--- src/rtl/ms_sched.sv ---
// ms_sched: round-robin arbiter that shares one maze-solver core among N_REQ requesters.
// It streams the owner's maze serially into the solver and routes path beats back, with a solve timeout.
module ms_sched #(
  parameter int N_REQ   = 2,
  parameter int CELLS   = 225,
  parameter int TIMEOUT = 1023
) (
  input  logic             clk,
  input  logic             rst_n,
  input  logic [N_REQ-1:0] req,
  input  logic [N_REQ-1:0] src_valid,
  input  logic [N_REQ-1:0] src_maze,
  output logic [N_REQ-1:0] gnt,
  output logic             ms_in_valid,
  output logic             ms_maze,
  input  logic             ms_out_valid,
  input  logic             ms_maze_not_valid,
  input  logic [3:0]       ms_out_x,
  input  logic [3:0]       ms_out_y,
  output logic [N_REQ-1:0] rsp_valid,
  output logic [3:0]       rsp_x,
  output logic [3:0]       rsp_y,
  output logic             rsp_not_valid,
  output logic             busy,
  output logic             timeout
);

  localparam int OW = (N_REQ > 1) ? $clog2(N_REQ) : 1;
  localparam int TW = $clog2(TIMEOUT + 1);

  typedef enum logic [1:0] {
    ST_IDLE  = 2'd0,
    ST_LOAD  = 2'd1,
    ST_SOLVE = 2'd2,
    ST_DRAIN = 2'd3
  } state_t;

  state_t           state_r, state_s;
  logic [OW-1:0]    owner_r, owner_s;
  logic [OW-1:0]    last_owner_r, last_owner_s;
  logic [7:0]       bit_cnt_r, bit_cnt_s;
  logic [TW-1:0]    tmo_cnt_r, tmo_cnt_s;
  logic [N_REQ-1:0] gnt_r, gnt_s;
  logic             ms_in_valid_r, ms_in_valid_s;
  logic             ms_maze_r, ms_maze_s;
  logic [N_REQ-1:0] rsp_valid_r, rsp_valid_s;
  logic [3:0]       rsp_x_r, rsp_x_s;
  logic [3:0]       rsp_y_r, rsp_y_s;
  logic             rsp_not_valid_r, rsp_not_valid_s;
  logic             busy_r, busy_s;
  logic             timeout_r, timeout_s;

  logic             found_s;
  logic [OW-1:0]    pick_s;
  logic [OW-1:0]    idx_s;

  function automatic logic [N_REQ-1:0] onehot(input logic [OW-1:0] idx);
    logic [N_REQ-1:0] v;
    v      = '0;
    v[idx] = 1'b1;
    return v;
  endfunction

  // Round-robin search starting just after the previous owner.
  always_comb begin
    found_s = 1'b0;
    pick_s  = last_owner_r;
    idx_s   = '0;
    for (int i = 1; i <= N_REQ; i++) begin
      idx_s = OW'((int'(last_owner_r) + i) % N_REQ);
      if (!found_s && req[idx_s]) begin
        found_s = 1'b1;
        pick_s  = idx_s;
      end else begin
        found_s = found_s;
      end
    end
  end

  // Next-state and next-output logic for the IDLE/LOAD/SOLVE/DRAIN sequencer.
  always_comb begin
    state_s         = state_r;
    owner_s         = owner_r;
    last_owner_s    = last_owner_r;
    bit_cnt_s       = bit_cnt_r;
    tmo_cnt_s       = tmo_cnt_r;
    gnt_s           = gnt_r;
    ms_in_valid_s   = 1'b0;
    ms_maze_s       = 1'b0;
    rsp_valid_s     = '0;
    rsp_x_s         = rsp_x_r;
    rsp_y_s         = rsp_y_r;
    rsp_not_valid_s = rsp_not_valid_r;
    timeout_s       = 1'b0;
    case (state_r)
      ST_IDLE: begin
        if (found_s) begin
          owner_s   = pick_s;
          gnt_s     = onehot(pick_s);
          bit_cnt_s = 8'd0;
          state_s   = ST_LOAD;
        end else begin
          gnt_s = '0;
        end
      end
      ST_LOAD: begin
        if (src_valid[owner_r]) begin
          ms_in_valid_s = 1'b1;
          ms_maze_s     = src_maze[owner_r];
          bit_cnt_s     = bit_cnt_r + 8'd1;
          // The solver cannot take a partial maze, so the grant only ends on the last bit.
          if (bit_cnt_r == 8'(CELLS - 1)) begin
            gnt_s     = '0;
            tmo_cnt_s = '0;
            state_s   = ST_SOLVE;
          end else begin
            state_s = ST_LOAD;
          end
        end else begin
          ms_in_valid_s = 1'b0;
        end
      end
      ST_SOLVE: begin
        if (ms_out_valid) begin
          rsp_valid_s     = onehot(owner_r);
          rsp_x_s         = ms_out_x;
          rsp_y_s         = ms_out_y;
          rsp_not_valid_s = ms_maze_not_valid;
          state_s         = ST_DRAIN;
        end else if (tmo_cnt_r == TW'(TIMEOUT - 1)) begin
          rsp_valid_s     = onehot(owner_r);
          rsp_x_s         = 4'd0;
          rsp_y_s         = 4'd0;
          rsp_not_valid_s = 1'b1;
          timeout_s       = 1'b1;
          last_owner_s    = owner_r;
          state_s         = ST_IDLE;
        end else begin
          tmo_cnt_s = tmo_cnt_r + TW'(1);
        end
      end
      ST_DRAIN: begin
        if (ms_out_valid) begin
          rsp_valid_s     = onehot(owner_r);
          rsp_x_s         = ms_out_x;
          rsp_y_s         = ms_out_y;
          rsp_not_valid_s = ms_maze_not_valid;
        end else begin
          last_owner_s = owner_r;
          state_s      = ST_IDLE;
        end
      end
      default: begin
        gnt_s   = '0;
        state_s = ST_IDLE;
      end
    endcase
    busy_s = (state_s != ST_IDLE);
  end

  // State register and registered outputs; the solver core shares this reset.
  always_ff @(posedge clk or negedge rst_n) begin
    if (!rst_n) begin
      state_r         <= ST_IDLE;
      owner_r         <= '0;
      last_owner_r    <= OW'(N_REQ - 1);
      bit_cnt_r       <= 8'd0;
      tmo_cnt_r       <= '0;
      gnt_r           <= '0;
      ms_in_valid_r   <= 1'b0;
      ms_maze_r       <= 1'b0;
      rsp_valid_r     <= '0;
      rsp_x_r         <= 4'd0;
      rsp_y_r         <= 4'd0;
      rsp_not_valid_r <= 1'b0;
      busy_r          <= 1'b0;
      timeout_r       <= 1'b0;
    end else begin
      state_r         <= state_s;
      owner_r         <= owner_s;
      last_owner_r    <= last_owner_s;
      bit_cnt_r       <= bit_cnt_s;
      tmo_cnt_r       <= tmo_cnt_s;
      gnt_r           <= gnt_s;
      ms_in_valid_r   <= ms_in_valid_s;
      ms_maze_r       <= ms_maze_s;
      rsp_valid_r     <= rsp_valid_s;
      rsp_x_r         <= rsp_x_s;
      rsp_y_r         <= rsp_y_s;
      rsp_not_valid_r <= rsp_not_valid_s;
      busy_r          <= busy_s;
      timeout_r       <= timeout_s;
    end
  end

  assign gnt           = gnt_r;
  assign ms_in_valid   = ms_in_valid_r;
  assign ms_maze       = ms_maze_r;
  assign rsp_valid     = rsp_valid_r;
  assign rsp_x         = rsp_x_r;
  assign rsp_y         = rsp_y_r;
  assign rsp_not_valid = rsp_not_valid_r;
  assign busy          = busy_r;
  assign timeout       = timeout_r;

endmodule
--- config.mk ---
export PLATFORM = sky130hd
export DESIGN_NAME = ms_sched
export DESIGN_NICKNAME = d
export VERILOG_FILES = /design/src/rtl/ms_sched.sv
export SDC_FILE = /design/constraint.sdc
export NUM_CORES = 1
export LEC_CHECK = 0
export ABC_CLOCK_PERIOD_IN_PS = 2450
export BUFFER_PORTS_ARGS = -buffer_cell sky130_fd_sc_hd__buf_2
export CORE_MARGIN = 1.5
export CORE_UTILIZATION = 52
export DETAILED_ROUTE_END_ITERATION = 12
export GPL_ROUTABILITY_DRIVEN = 0
export MAX_ROUTING_LAYER = met4
export PLACE_DENSITY_LB_ADDON = 0.2
export SYNTH_ARGS = -nofsm -noshare
export SYNTH_HDL_FRONTEND = slang
export SYNTH_SLANG_ARGS = --single-unit
--- constraint.sdc ---
create_clock -name clk -period 2.45 [get_ports clk]
set_input_delay 0.245 -clock clk [delete_from_list [all_inputs] [get_ports clk]]
set_output_delay 0.245 -clock clk [all_outputs]
set_load 0.05 [all_outputs]
## Word level (Yosys, flattened, before mapping)

Cells that the tools add are included.

| word-level totals | value |
|---|---|
| input bits | 18 |
| flip-flop bits (word level) | 39 |
| word-level logic and storage cells | 114 |
| output and inout port bits | 17 |

| cells by class | value |
|---|---|
| magnitude comparators | 6 |
| $add $sub $neg | 4 |
| reductions and logical operators | 15 |
| equality and inequality tests | 14 |
| mux-type cells | 61 |

Operator list:

| cell | number |
|---|---|
| two-way mux 10 bit | 4 |
| two-way mux 1 bit | 27 |
| two-way mux 2 bit | 12 |
| two-way mux 4 bit | 5 |
| case mux 10 bit (2 select lines) | 1 |
| two-way mux 8 bit | 2 |
| != test 2 bit, second input constant | 8 |
| case mux 4 bit (2 select lines) | 2 |
| case mux 8 bit (2 select lines) | 1 |
| adder 10 x 1 -> 10 bit, second input constant | 1 |
| equality test 10 bit, second input constant | 1 |
| AND reduction 3 bit | 3 |
| adder 8 x 1 -> 8 bit, second input constant | 1 |
| equality test 8 bit, second input constant | 1 |
| < comparator 1 x 2 -> 1 bit, second input constant | 4 |
| case mux 2 bit (2 select lines) | 2 |
| case mux 2 bit (4 select lines) | 1 |
| nonzero test 2 bit | 4 |
| AND reduction 5 bit | 1 |
| equality test 2 bit, second input constant | 2 |
| case mux 1 bit (2 select lines) | 2 |
| AND reduction 4 bit | 1 |
| logical AND 1 bit | 3 |
| != test 3 bit, second input constant | 1 |
| 7 further kinds | 10 |

## Logic depth before layout (Yosys ltp)

| depth | value |
|---|---|
| word-level depth | 13 |
| mapped depth | 7 |
| gate-level depth less buffers | 6 |

## Worst setup path before layout

No wires, ideal clock.

| timing path | value |
|---|---|
| kind | reg2reg |
| from | register bit_cnt_r[0] |
| to | register tmo_cnt_r[1] |
| data required time | 2.324 ns |
| setup time | 0.126 ns |
| path buffers | 0 |
| period minus slack after synthesis | 1.811 ns |
| setup slack | 0.639 ns |
| arrival | 1.684 ns |
| stages on the path, launching flop included | 7 |
| cell sequence | dfrtp_1 > inv_1 > ha_1 > nor4b_1 > nand4_1 > and3_1 > a311o_1 |

| on the way | value |
|---|---|
| word-level cells in the longest chain between the ends | 3 |

RTL lines:

| what | RTL line | RTL |
|---|---|---|
| start, declared | 41 | `logic [7:0] bit_cnt_r, bit_cnt_s;` |
| start signal, assigned | 182 | `bit_cnt_r <= bit_cnt_s;` |
| equality test 8 bit | 112 | `if (bit_cnt_r == 8'(CELLS - 1)) begin` |
| != test 2 bit (no line) | -- |  |
| AND reduction 5 bit (no line) | -- |  |
| end signal, assigned | 183 | `tmo_cnt_r <= tmo_cnt_s;` |
| end, declared | 42 | `logic [TW-1:0] tmo_cnt_r, tmo_cnt_s;` |

Every way passes these cells.
A chain may end at the register's enable or synchronous reset.

## Worst setup path in the final report

| timing path | value |
|---|---|
| from | register tmo_cnt_r[0] |
| to | register rsp_not_valid_r, in the netlist rsp_not_valid |

| on the way | value |
|---|---|
| word-level cells in the longest chain between the ends | 3 |

RTL lines:

| what | RTL line | RTL |
|---|---|---|
| equality test 10 bit | 130 | `end else if (tmo_cnt_r == TW'(TIMEOUT - 1)) begin` |
| != test 3 bit (no line) | -- |  |
| AND reduction 3 bit (no line) | -- |  |
| end signal, assigned | 190 | `rsp_not_valid_r <= rsp_not_valid_s;` |
| end, declared | 49 | `logic rsp_not_valid_r, rsp_not_valid_s;` |

Every way passes these cells.

==> impl_metrics.py <==
metrics = {
    "setup_path": {
        "end_kind": "register",
        "cp_slowest_cell": "a21oi_1",
        "path_delay_family": "compound AO/OA/AOI/OAI gates",
        "path_common_cell": "a21oi_1",
        "path_cells": "inv_1 > ha_1 > nand3_1 > nor3_1 > buf_4 > a21oi_1 > a21oi_1",
        "slowest_delay_ns": 0.68,
        "crit_arrival_ns": 2.24,
        "cp.required_ns": 2.66,
        "start_kind": "register",
        "critPathKind": "register to register",
        "crit_buf_inv": 2,
        "critPathMaxFanout": 12,
    },
    "synth": {
        "yosysTopAreaCell": "dfrtp_1",
        "synth.most_common_cell": "dfrtp_1",
        "syn_area_per_cell_um2": 10.6,
        "yosys_warnings": 0,
        "synth.area.top_cells": "dfrtp_1 52%, a22o_1 3.8%, nand3_1 3.3%",
        "ys_ff_latch": 39,
        "syn_inst": 173,
        "synth_ff_type": "dfrtp_1",
        "async_flop_share_pct": 100,
        "synthesis.nets": 195,
        "yosysSeqAreaShare_pct": 53.2,
        "synth-edff-count": 0,
        "synth_top_area_share_pct": 51.7,
        "synthDistinctLibCells": 41,
        "synthTopCellsByCount": "38 x dfrtp_1, 12 x nand3_1, 9 x nand2_1, 9 x nor2_1",
        "syn-cell-area_mm2": 0.00184,
    },
    "timing": {
        "tightestPinTransition_ns": 0.845,
        "finalWorstSetupSlack_ns": 0.418,
        "min_period_ns": 2.03,
        "finalSetupViolations": 0,
        "rsz0062_at_grt": "false",
        "relSlewSlack_pct": 43.7,
        "final_hold_viol_count": 27,
        "period_share_pct": 82.9,
        "hold_ws_ns": -0.00923,
        "fin_worst_skew_ns": 0.00988,
        "tns_ns": 0,
        "slew_violations": 0,
        "clock.fmax_mhz": 492,
    },
    "power": {
        "p_total_mw": 2.36,
        "p_per_area_mw_per_mm2": 1100,
        "p_leak_nw": 1.01,
        "peakVddDrop_mv": 0.537,
    },
    "floorplan": {
        "core_area_mm2": 0.00336,
        "fp.dieArea_mm2": 0.00390,
        "die_y_um": 62.5,
        "initial_core_util_pct": 54.7,
        "dieWidth_um": 62.5,
        "io_pins": 35,
        "rows": 21,
    },
    "clock_network": {
        "clkTransAtPathRegs_ns": 0.11,
        "tritoncts": "yes",
        "post_cts.repair.setup_buffers": 0,
        "h-tree-depth": 2,
        "cts_buffers": 5,
        "cts_resized": 0,
        "clkLatencyLatePin_ns": 0.35,
        "ctsHoldBuffers": 0,
        "clockRootBuffer": "clkbuf_4",
        "cts.sinks": 39,
        "clock_path_buffers": 2,
    },
    "global_routing": {
        "grt_pass1_vias": 1511,
        "grt_pass1_wl_mm": 6.62,
        "grt_max_degree": 40,
        "gr-total-overflow": 0,
        "antenna_found_initial": 0,
        "grt_use_total_pct": 21.6,
    },
    "placement": {
        "post-dp-hpwl_mm": 2.70,
        "place_area_mm2": 0.00206,
        "io_buffer_count": 34,
        "pre_cts_ws_ns": 0.420,
    },
    "route": {
        "num_vias": 1501,
        "drc": 0,
        "via_per_inst": 5.84,
        "antenna_left": 0,
        "wl_per_cell_um": 14.5,
        "drt_iter0_drc": 60,
        "drt_wl_total_mm": 3.73,
        "drt_first_pass_iters": 4,
    },
    "flow_run": {
        "drv_cap": 0,
    },
    "run_status": {
        "violations": "negative hold slack",
        "outcome": "finished with violations",
    },
    "layout": {
        "final_nets": 232,
        "layout-drive-gt1-share_pct": 23.2,
        "postLayoutCoreUtil_pct": 63.7,
        "postLayoutCellArea_mm2": 0.00214,
        "area_growth_syn_to_layout_pct": 16.5,
        "diodes": 0,
    },
    "min_path": {
        "hold_path_class": "input pin to async pin",
    },
}
layout make-up:
type	instances	area, um2
repair buffers	36	185
well taps	46	57.6
flip-flops and latches	39	977
clock inverters	2	35.0
fillers	305	1220
clock buffers	6	51.3
multi-input cells	121	810
inverters	7	26.3
worst reg2reg max path, stage by stage, from the launching register on:
cell	delay (ns)
dfrtp_1	0.43
inv_1	0.08
ha_1	0.21
nand3_1	0.09
nor3_1	0.06
buf_4	0.18
a21oi_1	0.68
a21oi_1	0.17
path summary, 6_finish.rpt:
path	startpoint	to	slack, ns	cells after the start
setup reg to reg	tmo_cnt_r[0]	rsp_not_valid	0.42	7
hold reg to reg	rsp_y[2]	rsp_y[2]	0.51	1
setup / recovery	tmo_cnt_r[0]	rsp_not_valid	0.42	7
max in group asynchronous	rst_n	bit_cnt_r[6]	1.93	1
hold / removal	rst_n	timeout	-0.009	1
min in group clk	ms_out_y[2]	rsp_y[2]	0.11	2
sequential cells by signal, summed over array words and instances (netlist names), 2 cells and up:
register / cells
tmo_cnt_r: 10
bit_cnt_r: 8
rsp_x: 4
rsp_y: 4
gnt: 2
rsp_valid: 2
state_r: 2
power by group:
part	internal, mW	switching (mW)
sequential	0.835	0.172
combinational	0.287	0.623
clock	0.241	0.208
metal layers:
metal | track usage (%) | routed length [um] | vias up
li1 | - | - | 728
met5 | - | 0 | -
met1 | 26.1 | 1680 | 732
met3 | 5.41 | 183 | 5
met2 | 36.4 | 1830 | 36
met4 | 5.83 | 40 | 0
through the flow:
| step | hold slack, ns | cells |
|---|---|---|
| 2_1_floorplan | -0.0506 | 173 |
| 3_3_place_gp | 0.382 | 249 |
| 3_5_place_dp | 0.402 | 249 |
| 4_1_cts | 0.00894 | 257 |
| 5_1_grt | 0.0523 | 257 |
| 6_report | -0.00923 | 257 |
cells in the final DEF (no fill, tap or decap), types with 4 or more instances in the layout:
cell type,n
a21oi_1,8
a22o_1,8
buf_2,34
clkbuf_4,5
dfrtp_1,38
ha_1,4
inv_1,7
nand2_1,9
nand3_1,12
nand4_1,4
nor2_1,9
o21ai_0,8
o31ai_1,4
or3_1,5
kinds of logic (layout without fill, tap and decap cells):
logic type,count (synthesis),count (layout),synth area share (%)
AO/OA/AOI/OAI,43,43,16.6
XOR/XNOR,5,5,2.38
adder cells (fa/ha/maj),4,4,2.72
buffers and inverters,13,51,2.79
flip-flops,39,39,53.2
multiplexers,4,4,2.31
AND/OR/NAND/NOR,65,65,20.0
No activity file was read; power rests on OpenSTA's default activity.
